[config.mk]
export PLATFORM = sky130hd
export DESIGN_NAME = imu_uart_framer
export DESIGN_NICKNAME = d
export VERILOG_FILES = /design/src/rtl/imu_pkt_pkg.sv /design/src/rtl/imu_uart_framer.sv
export SDC_FILE = /design/constraint.sdc
export NUM_CORES = 1
export LEC_CHECK = 0
export ABC_AREA = 1
export CAP_MARGIN = 25
export CORE_AREA = 4 4 103 95
export CTS_BUF_LIST = sky130_fd_sc_hd__clkbuf_16
export CTS_CLUSTER_SIZE = 14
export DETAILED_ROUTE_END_ITERATION = 8
export DIE_AREA = 0 0 107 99
export PLACE_DENSITY = 0.8
export RECOVER_POWER = 25
export SYNTH_ARGS = -nofsm -noshare
export SYNTH_HDL_FRONTEND = slang
export SYNTH_SLANG_ARGS = --single-unit
[constraint.sdc]
create_clock -name clk -period 10.8 [get_ports clk]
set_input_delay 1.62 -clock clk [delete_from_list [all_inputs] [get_ports clk]]
set_output_delay 1.62 -clock clk [all_outputs]
set_load 0.01 [all_outputs]
[src/rtl/imu_pkt_pkg.sv]
// Shared constants and the state encoding for the IMU sample framer.
// A packet is SYNC0, SYNC1, seq, x hi/lo, y hi/lo, z hi/lo, checksum.
package imu_pkt_pkg;

    localparam int unsigned PKT_LEN  = 10;
    localparam logic [3:0]  IDX_SEQ  = 4'd2;
    localparam logic [3:0]  IDX_CHK  = 4'd9;
    localparam logic [3:0]  IDX_LAST = 4'(PKT_LEN - 1);

    localparam logic [7:0]  SYNC0_DEFAULT = 8'hA5;
    localparam logic [7:0]  SYNC1_DEFAULT = 8'h5A;

    typedef enum logic [1:0] {
        IDLE = 2'd0,
        ARM  = 2'd1,
        HOLD = 2'd2,
        WAIT = 2'd3
    } state_e;

endpackage

[src/rtl/imu_uart_framer.sv]
// Packs one captured x/y/z IMU sample into a 10-byte packet and hands it
// byte by byte to uart_tx over its tx_start/tx_data/tx_busy interface.
module imu_uart_framer
    import imu_pkt_pkg::*;
#(
    parameter logic [7:0] SYNC0 = SYNC0_DEFAULT,
    parameter logic [7:0] SYNC1 = SYNC1_DEFAULT
) (
    input  logic        clk,
    input  logic        rst,
    input  logic        s_valid,
    output logic        s_ready,
    input  logic [15:0] s_x,
    input  logic [15:0] s_y,
    input  logic [15:0] s_z,
    output logic        tx_start,
    output logic [7:0]  tx_data,
    input  logic        tx_busy,
    output logic        pkt_done
);

    state_e      state_q, state_d;
    logic [3:0]  byte_idx_q, byte_idx_d;
    logic [7:0]  seq_q, seq_d;
    logic [7:0]  pkt_seq_q, pkt_seq_d;
    logic [15:0] x_q, x_d;
    logic [15:0] y_q, y_d;
    logic [15:0] z_q, z_d;
    logic [7:0]  chk_q, chk_d;
    logic [7:0]  tx_data_q, tx_data_d;
    logic        s_ready_q, s_ready_d;
    logic [7:0]  cur_byte_s;
    logic        tx_start_s;
    logic        pkt_done_s;

    // Select the packet byte addressed by byte_idx from the captured copies
    always_comb begin
        cur_byte_s = 8'h00;
        case (byte_idx_q)
            4'd0:    cur_byte_s = SYNC0;
            4'd1:    cur_byte_s = SYNC1;
            IDX_SEQ: cur_byte_s = pkt_seq_q;
            4'd3:    cur_byte_s = x_q[15:8];
            4'd4:    cur_byte_s = x_q[7:0];
            4'd5:    cur_byte_s = y_q[15:8];
            4'd6:    cur_byte_s = y_q[7:0];
            4'd7:    cur_byte_s = z_q[15:8];
            4'd8:    cur_byte_s = z_q[7:0];
            IDX_CHK: cur_byte_s = chk_q;
            default: cur_byte_s = 8'h00;
        endcase
    end

    // tx_start and pkt_done must react to tx_busy in the same cycle, so they
    // are decoded from the registered state rather than delayed by a flop.
    assign tx_start_s = (state_q == ARM) && !tx_busy;
    assign pkt_done_s = (state_q == WAIT) && !tx_busy && (byte_idx_q == IDX_LAST);

    // Next-state and capture logic for the packet sequencer
    always_comb begin
        state_d    = state_q;
        byte_idx_d = byte_idx_q;
        seq_d      = seq_q;
        pkt_seq_d  = pkt_seq_q;
        x_d        = x_q;
        y_d        = y_q;
        z_d        = z_q;
        chk_d      = chk_q;
        tx_data_d  = tx_data_q;
        case (state_q)
            IDLE: begin
                if (s_valid && s_ready_q) begin
                    x_d        = s_x;
                    y_d        = s_y;
                    z_d        = s_z;
                    pkt_seq_d  = seq_q;
                    chk_d      = seq_q + s_x[15:8] + s_x[7:0] + s_y[15:8]
                               + s_y[7:0] + s_z[15:8] + s_z[7:0];
                    seq_d      = seq_q + 8'd1;
                    byte_idx_d = 4'd0;
                    state_d    = ARM;
                end else begin
                    state_d = IDLE;
                end
            end
            ARM: begin
                if (!tx_busy) begin
                    tx_data_d = cur_byte_s;
                    state_d   = HOLD;
                end else begin
                    state_d = ARM;
                end
            end
            HOLD: begin
                state_d = WAIT;
            end
            WAIT: begin
                if (!tx_busy) begin
                    if (byte_idx_q == IDX_LAST) begin
                        state_d = IDLE;
                    end else begin
                        byte_idx_d = byte_idx_q + 4'd1;
                        state_d    = ARM;
                    end
                end else begin
                    state_d = WAIT;
                end
            end
            default: begin
                state_d = IDLE;
            end
        endcase
        s_ready_d = (state_d == IDLE);
    end

    // State and datapath registers with synchronous reset
    always_ff @(posedge clk) begin
        if (rst) begin
            state_q    <= IDLE;
            byte_idx_q <= 4'd0;
            seq_q      <= 8'h00;
            pkt_seq_q  <= 8'h00;
            x_q        <= 16'h0000;
            y_q        <= 16'h0000;
            z_q        <= 16'h0000;
            chk_q      <= 8'h00;
            tx_data_q  <= 8'h00;
            s_ready_q  <= 1'b1;
        end else begin
            state_q    <= state_d;
            byte_idx_q <= byte_idx_d;
            seq_q      <= seq_d;
            pkt_seq_q  <= pkt_seq_d;
            x_q        <= x_d;
            y_q        <= y_d;
            z_q        <= z_d;
            chk_q      <= chk_d;
            tx_data_q  <= tx_data_d;
            s_ready_q  <= s_ready_d;
        end
    end

    // tx_data shows the new byte in its start cycle, then holds it
    assign tx_data  = tx_start_s ? cur_byte_s : tx_data_q;
    assign tx_start = tx_start_s;
    assign pkt_done = pkt_done_s;
    assign s_ready  = s_ready_q;

endmodule
==> summary.txt <==
Synthesis
  • Top cell type's share of synthesized area: 35.93%
  • Most numerous cell in the Yosys netlist: inv_1
  • Register bit total from synthesis: 87
  • Main synth FF type: dfxtp_1
  • Post-synth top cells: inv_1 (136), nand2_1 (102), dfxtp_1 (87), a21oi_1 (58), nand3_1 (48)
  • Yosys top cell by area: dfxtp_1
  • Syn Area/Cell: 7.818 µm²
  • Mapped Area: 4847 µm²
  • Yosys cell types: 35
  • Synth Warn #: 0
  • Sequential share of the synthesized area: 35.93%
  • Mapped Cells: 620
  • Ys async rst share: 0%
  • Total nets after synthesis: 718
  • Largest cells by area after synthesis: dfxtp_1 (36%), fa_1 (13%), inv_1 (11%)
  • Number of synthesized flops with an enable pin: 0

STA
  • RSZ-0062 raised after global routing: false
  • Minimum clock period: 6761 ps
  • Setup violations, final: 0
  • Fin. Hold Viols: 0
  • Final setup TNS: 0 ps
  • Slew HR: -82.74%
  • Pins Over Slew Limit: 74
  • Upper clock frequency limit: 0.1479 GHz
  • Worst-Margin Slew: 2731 ps
  • Final worst-path cycle share: 62.60%
  • Fin Clk Skew: 5.746 ps

Final layout
  • Multi-input logic area: 2444 µm²
  • N_diodes: 0
  • Finished Layout Cells: 800
  • Layout area overhead: 19.72%
  • Filler cell count: 717
  • Share of cells above drive strength 1: 3.671%
  • Layout net count: 774
  • Reg area: 1742 µm²

Routing
  • Detail Route Antenna Nets: 0
  • WL per Instance: 16.23 µm
  • 1st-pass router iterations: 6
  • DR iter-0 viols: 325
  • Via count: 4364
  • Total Wirelength: 12.99 mm
  • DRC errors left: 0
  • Vias per Instance: 5.455

Place
  • GP Congestion: 0.8885
  • DP Wirelength: 9.258 mm
  • Port Buffers: 62
  • Post-placement cell count: 784

GRT
  • Vias in the first global route: 4423
  • Pin count of the biggest net entering global routing: 41
  • First-pass GRT wire length: 20.82 mm
  • Antenna violations before repair: 0
  • Grt ovf: 0
  • All-Layer GR Usage: 24.83%

Power
  • Worst ir drop on vdd: 0.08014 mV
  • Pleak: 2.523 nW
  • PwrDens: 186.4 nW/µm²

Critical path
  • Crit Path Class: primary input to flip-flop
  • Critical path arrival: 6970 ps
  • Critical Path Fanout Max: 40
  • WP data required: 11010 ps
  • Endpoint class of the critical path: flip-flop
  • CP startpoint kind: primary input

Die
  • IO Pins: 63
  • Core Footprint: 8568 µm²
  • Die height: 99 µm
  • Die Area: 10590 µm²
  • Die width: 107 µm
  • Std cell rows: 32
  • Starting density of the core: 56.57%

Status
  • Failing checks: max-capacitance violations, max-slew violations
  • Status: complete, but fails checks

CTS
  • Post-cts gate resize count: 0
  • H-Tree Depth: 3
  • Cts-stage hold buffer count: 0
  • TritonCTS clock tree: done
  • Clock Tree Root: clkbuf_16
  • Clock Latency Late Sink: 330 ps
  • Number of buffers created by CTS: 9
  • Clock Sinks: 87
  • Clk buf depth: 2
  • CTS clk-pin slew, worst paths: 60 ps
  • Post-CTS Setup Repair Bufs: 0

Run
  • Maxcap violations: 2

Hold path
  • Hold WC Path Type: flip-flop to flip-flop
## routing by layer
metal	vias to the layer above	GRT usage (%)	wire [µm]
met2	191	43.18	6493
met1	2052	29.62	5147
met3	21	6.483	1015
met4	0	8.850	330
li1	2100	-	-
met5	-	0	0
## critical path, stage by stage
cell,delay [ps]
dlygate4sd3_1,520
nand2_1,50
nor2_1,1990
inv_1,1340
nand2_1,860
buf_4,420
o21ai_0,140
## state kept, by name (all words and copies together), names as in the netlist
signal / cells
tx_data_q: 8
z_q: 16
pkt_seq_q: 8
x_q: 16
byte_idx_q: 4
chk_q: 8
seq_q: 8
s_ready: 1
state_q: 2
y_q: 16
## power breakdown
group	internal, W	switching [W]	leakage, nW	total (W)
combinational	0.000152	0.000229	1.65	0.000382
clock	0.000201	0.000125	0.158	0.000326
sequential	0.000358	0.0000155	0.710	0.000374
total	0.000711	0.000370	2.52	0.00108
## stage by stage
step | worst slack [ps] | cell area, µm² | hold WS (ps) | total power, W | util [%]
floorplan | 5769 | 4847 | 439.1 | 0.0006474 | -
global placement | 5165 | 5525 | 450.4 | 0.0007361 | 64.49
detailed placement | 5072 | 5525 | 455.7 | 0.0007533 | 64.49
CTS | 5358 | 5837 | 463.5 | 0.001084 | 68.12
global route | 3693 | 5803 | 485.0 | 0.001149 | 67.73
finish | 4039 | 5803 | 464.6 | 0.001082 | 67.73
## area by class of cell
class	count	share of cell area, %
Multi-Input combinational cell	375	42.11
Sequential cell	87	30.01
Timing Repair Buffer	65	11.02
Inverter	138	8.926
Clock buffer	9	3.881
Tap cell	119	2.566
Clock inverter	7	1.488
## cells by family (layout without fill, tap and decap cells)
family | count (synthesis) | count (layout) | share of synthesized area, %
AND/OR/NAND/NOR | 183 | 183 | 17.27
buffers and inverters | 158 | 219 | 13.04
flip-flops | 87 | 87 | 35.93
XOR/XNOR | 4 | 4 | 0.7229
adder cells (fa/ha/maj) | 46 | 46 | 16.83
AO/OA/AOI/OAI | 142 | 142 | 16.21
## layout by cell type, fill, tap and decap left out, types with 6 or more instances in the layout
cell,n
o22ai_1,46
nand3_1,48
a21oi_1,58
dfxtp_1,87
fa_1,32
o21ai_0,20
nor2_1,17
nor3_1,6
clkbuf_16,9
inv_1,138
clkdlybuf4s50_1,59
o21ai_1,12
nand2_1,102
ha_1,14
## final timing paths
check	endpoint	slack (ps)	cells past startpoint	from
worst max-delay path	chk_q[0]	4040	7	s_valid
worst min-delay path	y_q[13]	460	2	y_q[13]
worst max register to register	chk_q[0]	5300	6	state_q[1]
worst min register to register	y_q[13]	460	2	y_q[13]
Power figures use the tool's default switching activity.
